<file path="src/rtl/brazo_pkg.sv">
// Shared types and constants for the pose teach-and-replay path.
// Holds the sequencer state encoding and the memory depth helper.
package brazo_pkg;

   typedef enum logic [2:0] {
      REC,
      PLAY_EMPTY,
      PLAY_READ,
      PLAY_LOAD,
      PLAY_DWELL
   } state_t;

   localparam int DEFAULT_DATA_WIDTH = 8;

   function automatic int pose_depth(input int depth_log2);
      return 1 << depth_log2;
   endfunction

endpackage

</file>
<file path="src/rtl/pose_ram.sv">
// Simple dual-port pose store: one synchronous write port and one registered read port.
// Deliberately reset-free so it maps onto block RAM or LUTRAM.
module pose_ram
   import brazo_pkg::*;
#(
   parameter int WIDTH  = 3 * DEFAULT_DATA_WIDTH,
   parameter int ADDR_W = 3
) (
   input  logic              clk,
   input  logic              we,
   input  logic [ADDR_W-1:0] waddr,
   input  logic [WIDTH-1:0]  wdata,
   input  logic [ADDR_W-1:0] raddr,
   output logic [WIDTH-1:0]  rdata
);

   localparam int DEPTH = pose_depth(ADDR_W);

   logic [WIDTH-1:0] mem_reg [DEPTH];

   always_ff @(posedge clk) begin
      if (we) begin
         mem_reg[waddr] <= wdata;
      end
      rdata <= mem_reg[raddr];
   end

endmodule

</file>
<file path="src/rtl/pose_sequencer.sv">
// Teach-and-replay stage: passes live poses through while recording, then loops
// the stored poses with a fixed dwell per pose.
module pose_sequencer
   import brazo_pkg::*;
#(
   parameter int DATA_WIDTH   = DEFAULT_DATA_WIDTH,
   parameter int DEPTH_LOG2   = 3,
   parameter int DWELL_CYCLES = 50_000_000
) (
   input  logic                  clk,
   input  logic                  rst,
   input  logic                  mode_play,
   input  logic                  rec_strobe,
   input  logic                  clear,
   input  logic [DATA_WIDTH-1:0] in_x,
   input  logic [DATA_WIDTH-1:0] in_y,
   input  logic [DATA_WIDTH-1:0] in_z,
   output logic [DATA_WIDTH-1:0] out_x,
   output logic [DATA_WIDTH-1:0] out_y,
   output logic [DATA_WIDTH-1:0] out_z,
   output logic                  out_valid,
   output logic [DEPTH_LOG2:0]   count,
   output logic [DEPTH_LOG2-1:0] index,
   output logic                  full,
   output logic                  overflow
);

   localparam int POSE_W  = 3 * DATA_WIDTH;
   localparam int DEPTH   = pose_depth(DEPTH_LOG2);
   localparam int DWELL_W = $clog2(DWELL_CYCLES);
   localparam logic [DEPTH_LOG2:0] DEPTH_CNT  = (DEPTH_LOG2 + 1)'(DEPTH);
   // The READ and LOAD cycles plus the transition cycle make up the rest of the dwell.
   localparam logic [DWELL_W-1:0]  DWELL_LAST = DWELL_W'(DWELL_CYCLES - 3);

   state_t                state_reg,     state_next;
   logic [DEPTH_LOG2:0]   count_reg,     count_next;
   logic [DEPTH_LOG2-1:0] index_reg,     index_next;
   logic [DWELL_W-1:0]    dwell_reg,     dwell_next;
   logic [POSE_W-1:0]     out_pose_reg,  out_pose_next;
   logic                  out_valid_reg, out_valid_next;
   logic                  overflow_reg,  overflow_next;
   logic                  strobe_prev_reg;
   logic                  clear_prev_reg;

   logic                  strobe_rise;
   logic                  clear_rise;
   logic                  ram_we;
   logic [POSE_W-1:0]     live_pose;
   logic [POSE_W-1:0]     ram_rdata;
   logic [DATA_WIDTH-1:0] out_axis [3];

   assign live_pose   = {in_x, in_y, in_z};
   assign strobe_rise = rec_strobe & ~strobe_prev_reg;
   assign clear_rise  = clear & ~clear_prev_reg;
   assign full        = (count_reg == DEPTH_CNT);

   pose_ram #(
      .WIDTH  (POSE_W),
      .ADDR_W (DEPTH_LOG2)
   ) u_pose_ram (
      .clk   (clk),
      .we    (ram_we),
      .waddr (count_reg[DEPTH_LOG2-1:0]),
      .wdata (live_pose),
      .raddr (index_reg),
      .rdata (ram_rdata)
   );

   always_ff @(posedge clk) begin
      if (!rst) begin
         state_reg       <= REC;
         count_reg       <= '0;
         index_reg       <= '0;
         dwell_reg       <= '0;
         out_pose_reg    <= '0;
         out_valid_reg   <= 1'b0;
         overflow_reg    <= 1'b0;
         strobe_prev_reg <= 1'b1;
         clear_prev_reg  <= 1'b1;
      end else begin
         state_reg       <= state_next;
         count_reg       <= count_next;
         index_reg       <= index_next;
         dwell_reg       <= dwell_next;
         out_pose_reg    <= out_pose_next;
         out_valid_reg   <= out_valid_next;
         overflow_reg    <= overflow_next;
         strobe_prev_reg <= rec_strobe;
         clear_prev_reg  <= clear;
      end
   end

   always_comb begin
      state_next     = state_reg;
      count_next     = count_reg;
      index_next     = index_reg;
      dwell_next     = dwell_reg;
      out_pose_next  = out_pose_reg;
      out_valid_next = out_valid_reg;
      overflow_next  = 1'b0;
      ram_we         = 1'b0;

      if (state_reg == REC) begin
         out_pose_next  = live_pose;
         out_valid_next = 1'b1;
         index_next     = '0;
         dwell_next     = '0;
         if (clear_rise) begin
            count_next = '0;
         end else if (strobe_rise) begin
            if (full) begin
               overflow_next = 1'b1;
            end else begin
               ram_we     = rst;
               count_next = count_reg + 1'b1;
            end
         end
         // Decide on the post-update count so a same-cycle clear never replays an empty list.
         if (mode_play) begin
            if (count_next != '0) begin
               state_next = PLAY_READ;
            end else begin
               state_next     = PLAY_EMPTY;
               out_valid_next = 1'b0;
            end
         end
      end else if (!mode_play) begin
         state_next = REC;
         index_next = '0;
         dwell_next = '0;
      end else begin
         case (state_reg)
            PLAY_EMPTY: begin
               out_valid_next = 1'b0;
            end
            PLAY_READ: begin
               state_next = PLAY_LOAD;
            end
            PLAY_LOAD: begin
               out_pose_next  = ram_rdata;
               out_valid_next = 1'b1;
               dwell_next     = '0;
               state_next     = PLAY_DWELL;
            end
            PLAY_DWELL: begin
               if (dwell_reg == DWELL_LAST) begin
                  dwell_next = '0;
                  state_next = PLAY_READ;
                  if ({1'b0, index_reg} == count_reg - 1'b1) begin
                     index_next = '0;
                  end else begin
                     index_next = index_reg + 1'b1;
                  end
               end else begin
                  dwell_next = dwell_reg + 1'b1;
               end
            end
            default: begin
               state_next = REC;
            end
         endcase
      end
   end

   for (genvar gi = 0; gi < 3; gi++) begin : g_axis
      assign out_axis[gi] = out_pose_reg[(2 - gi) * DATA_WIDTH +: DATA_WIDTH];
   end

   assign out_x     = out_axis[0];
   assign out_y     = out_axis[1];
   assign out_z     = out_axis[2];
   assign out_valid = out_valid_reg;
   assign count     = count_reg;
   assign index     = index_reg;
   assign overflow  = overflow_reg;

endmodule
</file>
<file path="config.mk">
export PLATFORM = sky130hd
export DESIGN_NAME = pose_sequencer
export DESIGN_NICKNAME = d
export VERILOG_FILES = /design/src/rtl/brazo_pkg.sv /design/src/rtl/pose_ram.sv /design/src/rtl/pose_sequencer.sv
export SDC_FILE = /design/constraint.sdc
export NUM_CORES = 1
export LEC_CHECK = 0
export BUFFER_PORTS_ARGS = -buffer_cell sky130_fd_sc_hd__clkbuf_2
export CAP_MARGIN = 20
export CORE_ASPECT_RATIO = 1.4
export CORE_UTILIZATION = 45
export CTS_CLUSTER_DIAMETER = 30
export DETAILED_ROUTE_END_ITERATION = 8
export PLACE_DENSITY_LB_ADDON = 0.25
export SLEW_MARGIN = 20
export SYNTH_ARGS = -nofsm -noshare
export SYNTH_HDL_FRONTEND = slang
export SYNTH_SLANG_ARGS = --single-unit
</file>
<file path="constraint.sdc">
create_clock -name clk -period 4.58 [get_ports clk]
set_input_delay 0.458 -clock clk [delete_from_list [all_inputs] [get_ports clk]]
set_output_delay 0.458 -clock clk [all_outputs]
set_load 0.01 [all_outputs]
</file>
# Word-level counts from Yosys, hierarchy flattened
# Memories as Yosys holds them, arrays and structs flattened. A register that Yosys moved wholly into a read port is not among the register bits.
# Index checks and enable logic that the tools add are counted.
[totals]
regBits = 64
mem_bits_rw = 192
elab_cells = 72
input_bits = 29
mem_count = 1
output_inout_bits = 34
[classes]
mux = 28
n_reduce_logical = 12
n_bitwise = 8
add_sub_neg = 4
n_eq_ne = 10
[mem_list]
columns = ["memory", "words", "width", "read_ports", "rd_clocked_by_memory_dff", "write_ports", "line", "rtl"]
rows = [
  ["u_pose_ram.mem_reg", 8, 24, 1, 1, 1, "pose_ram.sv:19", "logic [WIDTH-1:0] mem_reg [DEPTH];"],
]
[op_table]
columns = ["operator", "n"]
rows = [
  ["24-bit two-way mux", 3],
  ["26-bit case mux with 2 select lines", 1],
  ["26-bit by 1-bit adder with 26-bit output, second input constant", 1],
  ["26-bit equality test, second input constant", 1],
  ["26-bit two-way mux", 1],
  ["4-bit two-way mux", 4],
  ["3-bit two-way mux", 5],
  ["3-bit case mux with 4 select lines", 1],
  ["1-bit two-way mux", 11],
  ["3-bit by 2-bit equality test with 1-bit output, second input constant", 2],
  ["1-bit NOT", 6],
  ["2-bit AND reduction", 3],
  ["2-bit nonzero test", 3],
  ["4-bit by 1-bit adder with 4-bit output, second input constant", 1],
  ["3-bit by 4-bit equality test with 1-bit output", 1],
  ["4-bit equality test, second input constant", 1],
  ["4-bit inequality test, second input constant", 1],
  ["4-bit nonzero test", 1],
  ["4-bit OR reduction", 1],
  ["4-bit by 1-bit subtractor with 4-bit output, second input constant", 1],
  ["3-bit by 1-bit adder with 3-bit output, second input constant", 1],
  ["3-bit by 1-bit equality test with 1-bit output, second input constant", 1],
  ["3-bit equality test, second input constant", 1],
  ["3-bit logical NOT", 1],
  ["8 further kinds", 9],
]

# Logic depth before layout (Yosys ltp)
[logic_depth]
depth_word = 9
mapped_depth = 9
mapped_depth_nobuf = 7

# Cells and area by module
# From an unflattened synthesis, not the netlist that was laid out.
[unflattened]
cells_unflattened = 748
hier_area_um2 = 11187.0
[by_module_without_submodules]
columns = ["mod", "area_per_inst_um2", "n_inst", "seq_area_each_um2", "cells_each"]
rows = [
  ["pose_ram", 7797.5, 1, 6246.0, 314],
  ["pose_sequencer", 3389.5, 1, 1281.2, 434],
]

# Least setup slack after synthesis
# Ideal clock, no wire load.
[synth_path]
path_type = "register to register"
from = "register state_reg[0]"
to = "memory u_pose_ram.mem_reg[1][0] (netlist name) (enable)"
arrival_time_ns = 3.247
period_less_slack_ns = 3.682
setup_slack_ns = 0.898
t_required_ns = 4.145
setup_time_ns = 0.435
n_path_buf = 2
stages_incl_launch_ff = 7
cell_sequence = "dfxtp_1 clkbuf_1 nor3_1 and3_1 clkbuf_1 nand4_1 nor3_1"
[synth_between]
elab_chain_len = 4
[synth_rtl]
columns = ["element", "line", "rtl"]
rows = [
  ["from (decl)", "pose_sequencer.sv:35", "state_t state_reg, state_next;"],
  ["from (signal assigned)", "pose_sequencer.sv:81", "state_reg <= state_next;"],
  ["3-bit logical NOT", "pose_sequencer.sv:103", "if (state_reg == REC) begin"],
  ["1-bit two-way mux", "pose_sequencer.sv:103", ""],
  ["1-bit two-way mux", "pose_ram.sv:22", "if (we) begin"],
  ["1-bit two-way mux (not written as such)", "pose_ram.sv:23", "mem_reg[waddr] <= wdata;"],
  ["to (decl)", "pose_ram.sv:19", ""],
]
# No other way between the ends.

# Worst setup path in the final report
[layout_path]
from = "register dwell_reg[1]"
to = "register dwell_reg[12]"
[layout_between]
elab_chain_len = 3
word_cells_on_any_way = 4
cone_classes = "add/sub: 1; eq/ne: 1; mux: 2"
[layout_rtl]
columns = ["element", "line", "rtl"]
rows = [
  ["from (decl)", "pose_sequencer.sv:38", "logic [DWELL_W-1:0] dwell_reg, dwell_next;"],
  ["from (signal assigned)", "pose_sequencer.sv:84", "dwell_reg <= dwell_next;"],
  ["26-bit by 1-bit adder with 26-bit output or 26-bit equality test (tied branches)", "pose_sequencer.sv:155, pose_sequencer.sv:146", ""],
  ["26-bit two-way mux *", "pose_sequencer.sv:146", "if (dwell_reg == DWELL_LAST) begin"],
  ["26-bit case mux with 2 select lines *", "pose_sequencer.sv:132", "case (state_reg)"],
]
# Every way passes the cells marked *; elsewhere a longest branch is shown, timed or not.
# A chain may end at the register's enable or synchronous reset.

==> parameters.txt <==
Parameter                              Value

Outcome
  Run status    completed

Floorplan
  Num ports    63
  Starting Density    0.461
  Total die area    25,400 um^2
  Total core area    24,100 um^2
  Site Rows    67
  Horizontal die dimension    135 um
  Height of the chip    188 um

Synth
  Sequential-to-total area share from yosys stat    0.676
  YS warnings    0
  Fraction of registers with async set or reset after synthesis    0
  Complex-gate fraction of the synthesized area    0.0573
  Number of flops mapped to enable cells by yosys    192
  Main area contributors after synthesis    sky130_fd_sc_hd__edfxtp_1 (52%), sky130_fd_sc_hd__dfxtp_1 (16%), sky130_fd_sc_hd__mux4_2 (9.7%), sky130_fd_sc_hd__nand2_1 (2.7%), sky130_fd_sc_hd__mux2_2 (2.4%)
  Multiplexer share of the synthesized area    0.125
  Avg Cell Area, Syn    14.9 um^2
  Number of nets produced by synthesis    785
  Most area-hungry cell type in the Yosys netlist    sky130_fd_sc_hd__edfxtp_1
  Main combinational cell family by area after synthesis    multiplexers
  Area share of and/or/nand/nor cells after synthesis    0.107
  Flip-flop and latch count after synthesis    280
  Synthesized area    11,100 um^2
  Adder and majority gate portion of the synthesized area    0.00674
  Area share of the largest cell type after synthesis    0.518
  Synthesized instance count    750
  Top FF cell, synth    sky130_fd_sc_hd__edfxtp_1
  Unique cell type count in the Yosys netlist    57
  Synth Area in XOR/XNOR    0.00472

GRT
  Maximum number of pins on one net before global-route repair    37
  Wire length of the first global-routing pass    37,600 um
  Vias in the first global route    6,996
  Total Routing Usage GR    0.194
  Initial antenna violation count    0
  Overall overflow remaining after global route    0

Critical path
  Slowest library cell on the worst path    sky130_fd_sc_hd__a21oi_2
  Startpoint of the most critical register-to-register path    dwell_reg[1]
  Max FO, Critical Path    23
  Crit Reg-Reg Endpoint    dwell_reg[12]
  Critical Path RT    5000 ps
  Data arrival time of the critical path    3130 ps
  CP max stage delay    780 ps
  Critical path, cell by cell    inv_1 -> ha_1 -> nor4bb_1 -> and4_1 -> a21oi_2 -> nand2_1 -> o311ai_0
  Cell class contributing the biggest share of worst-path delay    compound AO/OA/AOI/OAI gates
  Depth of the critical timing path with buffers and inverters included    7
  Number of cells traversed by the worst register-to-register path    7
  Capture point of the worst path    dwell_reg[12]
  Worst Setup Path Type    flip-flop to flip-flop
  Register-to-Register Setup Slack    1880 ps
  Buffer and inverter count on the worst path    1
  Setup crit start kind    flip-flop
  Element type at the critical path end    flip-flop
  Launch point of the worst path    dwell_reg[1]

STA
  Relative slew slack    0.351
  Top achievable clock speed    0.370 GHz
  Min Clock Period, post-route    2700 ps
  Setup repair after global routing missed its margin    no
  Number of pins exceeding their max-slew limit in the final report    0
  Number of hold-slack violations in the final timing report    0
  Worst clock skew on the final layout    13.7 ps
  Setup violators final    0
  Final total negative setup slack    0 ps
  Ratio of final minimum period to clock period    0.591
  Pin slew with the least headroom to its limit    968 ps

Pwr
  Leakage power total    4.49 nW
  Total power divided by cell area    462 nW/um^2
  Peak VDD IR    0.000350 V
  Total design power    6.12 mW

Placed design
  Buffers on Ports    62
  Routability congestion estimate from global placement    0.865
  Cell Area, Placed    11,800 um^2
  Post-DP HPWL    14,100 um

CTS
  Clock Sinks    280
  Total clock buffers created by CTS    41
  Number of buffers inserted to repair setup after CTS    0
  Clock Root Buffer    sky130_fd_sc_hd__clkbuf_16
  H-tree Lvls    2
  Cts repair resizes    0
  Clk slew on worst S/H paths    50 ps
  Clock latency on the worst-skew pair    530 ps
  CTS Hold Bufs    0
  Clock Path Buffers    3
  Clock tree from TritonCTS    built

Flow run
  Max-cap violation count    0

Route
  DR vias    6,675
  Detailed Route WL    23,800 um
  DR WL/cell    20.3 um
  DRC violations left    0
  Vias per cell    5.71
  Remaining number of nets flagged by the antenna check after routing    0
  Initial drt markers    414
  First-pass DRT Iterations    5

Final layout
  Share of final-layout standard cells stronger than drive strength 1    0.293
  Filler cell count in the final layout    1,933
  Number of nets in the layout    862
  Number of flip-flops under the largest register name    192
  Antenna diodes    0
  Most common cell after layout, fill and taps aside    sky130_fd_sc_hd__edfxtp_1
  Layout overhead on the synthesized area    19.0%
  Post-Layout Inst Area    13,300 um^2
  Most frequent cells in the layout    sky130_fd_sc_hd__edfxtp_1 (192), sky130_fd_sc_hd__dfxtp_1 (86), sky130_fd_sc_hd__nand2_1 (81)

Min path
  Path category of the worst min-delay check    input pin to flip-flop
-- cells in the mapped netlist (12+ instances only) --
| cell type | instances |
|---|---|
| sky130_fd_sc_hd__a21oi_1 | 12 |
| sky130_fd_sc_hd__a311oi_1 | 24 |
| sky130_fd_sc_hd__a31oi_1 | 19 |
| sky130_fd_sc_hd__clkbuf_1 | 31 |
| sky130_fd_sc_hd__dfxtp_1 | 88 |
| sky130_fd_sc_hd__edfxtp_1 | 192 |
| sky130_fd_sc_hd__mux2_2 | 24 |
| sky130_fd_sc_hd__mux4_2 | 48 |
| sky130_fd_sc_hd__nand2_1 | 81 |
| sky130_fd_sc_hd__nand3_1 | 16 |
| sky130_fd_sc_hd__nand4_1 | 21 |
| sky130_fd_sc_hd__nor2_1 | 51 |
-- metal layers --
| layer | track usage | routed length [um] | vias to the layer above |
|---|---|---|---|
| li1 | - | - | 3086 |
| met1 | 0.228 | 9500 | 3368 |
| met2 | 0.350 | 12600 | 169 |
| met3 | 0.0379 | 1070 | 52 |
| met4 | 0.0674 | 574 | 0 |
| met5 | 0 | 0 | - |
-- worst min-delay path by stage --
stage / from / end / slack [ps] / depth (start not counted)
after floorplan: dwell_reg[25] / dwell_reg[25] / 430 / 1
after global placement: u_pose_ram.rdata[19] / out_axis[19] / 450 / 2
after detailed placement: u_pose_ram.rdata[22] / out_axis[22] / 460 / 2
after CTS: rec_strobe / strobe_prev_reg / 120 / 2
after global routing: rec_strobe / strobe_prev_reg / 140 / 2
final: clear / clear_prev_reg / 140 / 2
-- area by class of cell --
class                           instances  area, um^2  share of cell area
Clock buffer                           44        1060              0.0798
Clock inverter                         32         387              0.0292
Inverter                               11        41.3             0.00312
Multi-Input combinational cell        413        3400               0.257
Sequential cell                       280        7530               0.568
Tap cell                              310         388              0.0293
Timing Repair Buffer                   80         445              0.0336
-- stage by stage --
stage / hold slack [ps] / std cells / utilization / setup slack, ps
2_1_floorplan: 431 / 750 / - / 898
4_1_cts: 118 / 1170 / 0.549 / 1870
3_3_place_gp: 450 / 1094 / 0.489 / 2040
5_1_grt: 137 / 1170 / 0.549 / 1630
3_5_place_dp: 459 / 1094 / 0.489 / 1900
6_report: 138 / 1170 / 0.549 / 1880
-- report_power, final --
| group | switching (mW) | internal, mW | total (mW) |
|---|---|---|---|
| Combinational | 0.134 | 0.0683 | 0.203 |
| Sequential | 0.0201 | 2.73 | 2.75 |
| Clock | 1.24 | 1.92 | 3.16 |
| Total | 1.40 | 4.72 | 6.12 |
-- kinds of logic (layout without fill, tap and decap cells) --
kind of cell / after synthesis / after routing
AOI/OAI and AO/OA: 87 / 87
xor gates and xnor gates: 6 / 6
adders and majority gates: 6 / 6
buffers and inverters: 57 / 167
DFF: 280 / 280
muxes: 76 / 76
and+or+nand+nor: 238 / 238
Power figures use the tool's default switching activity.
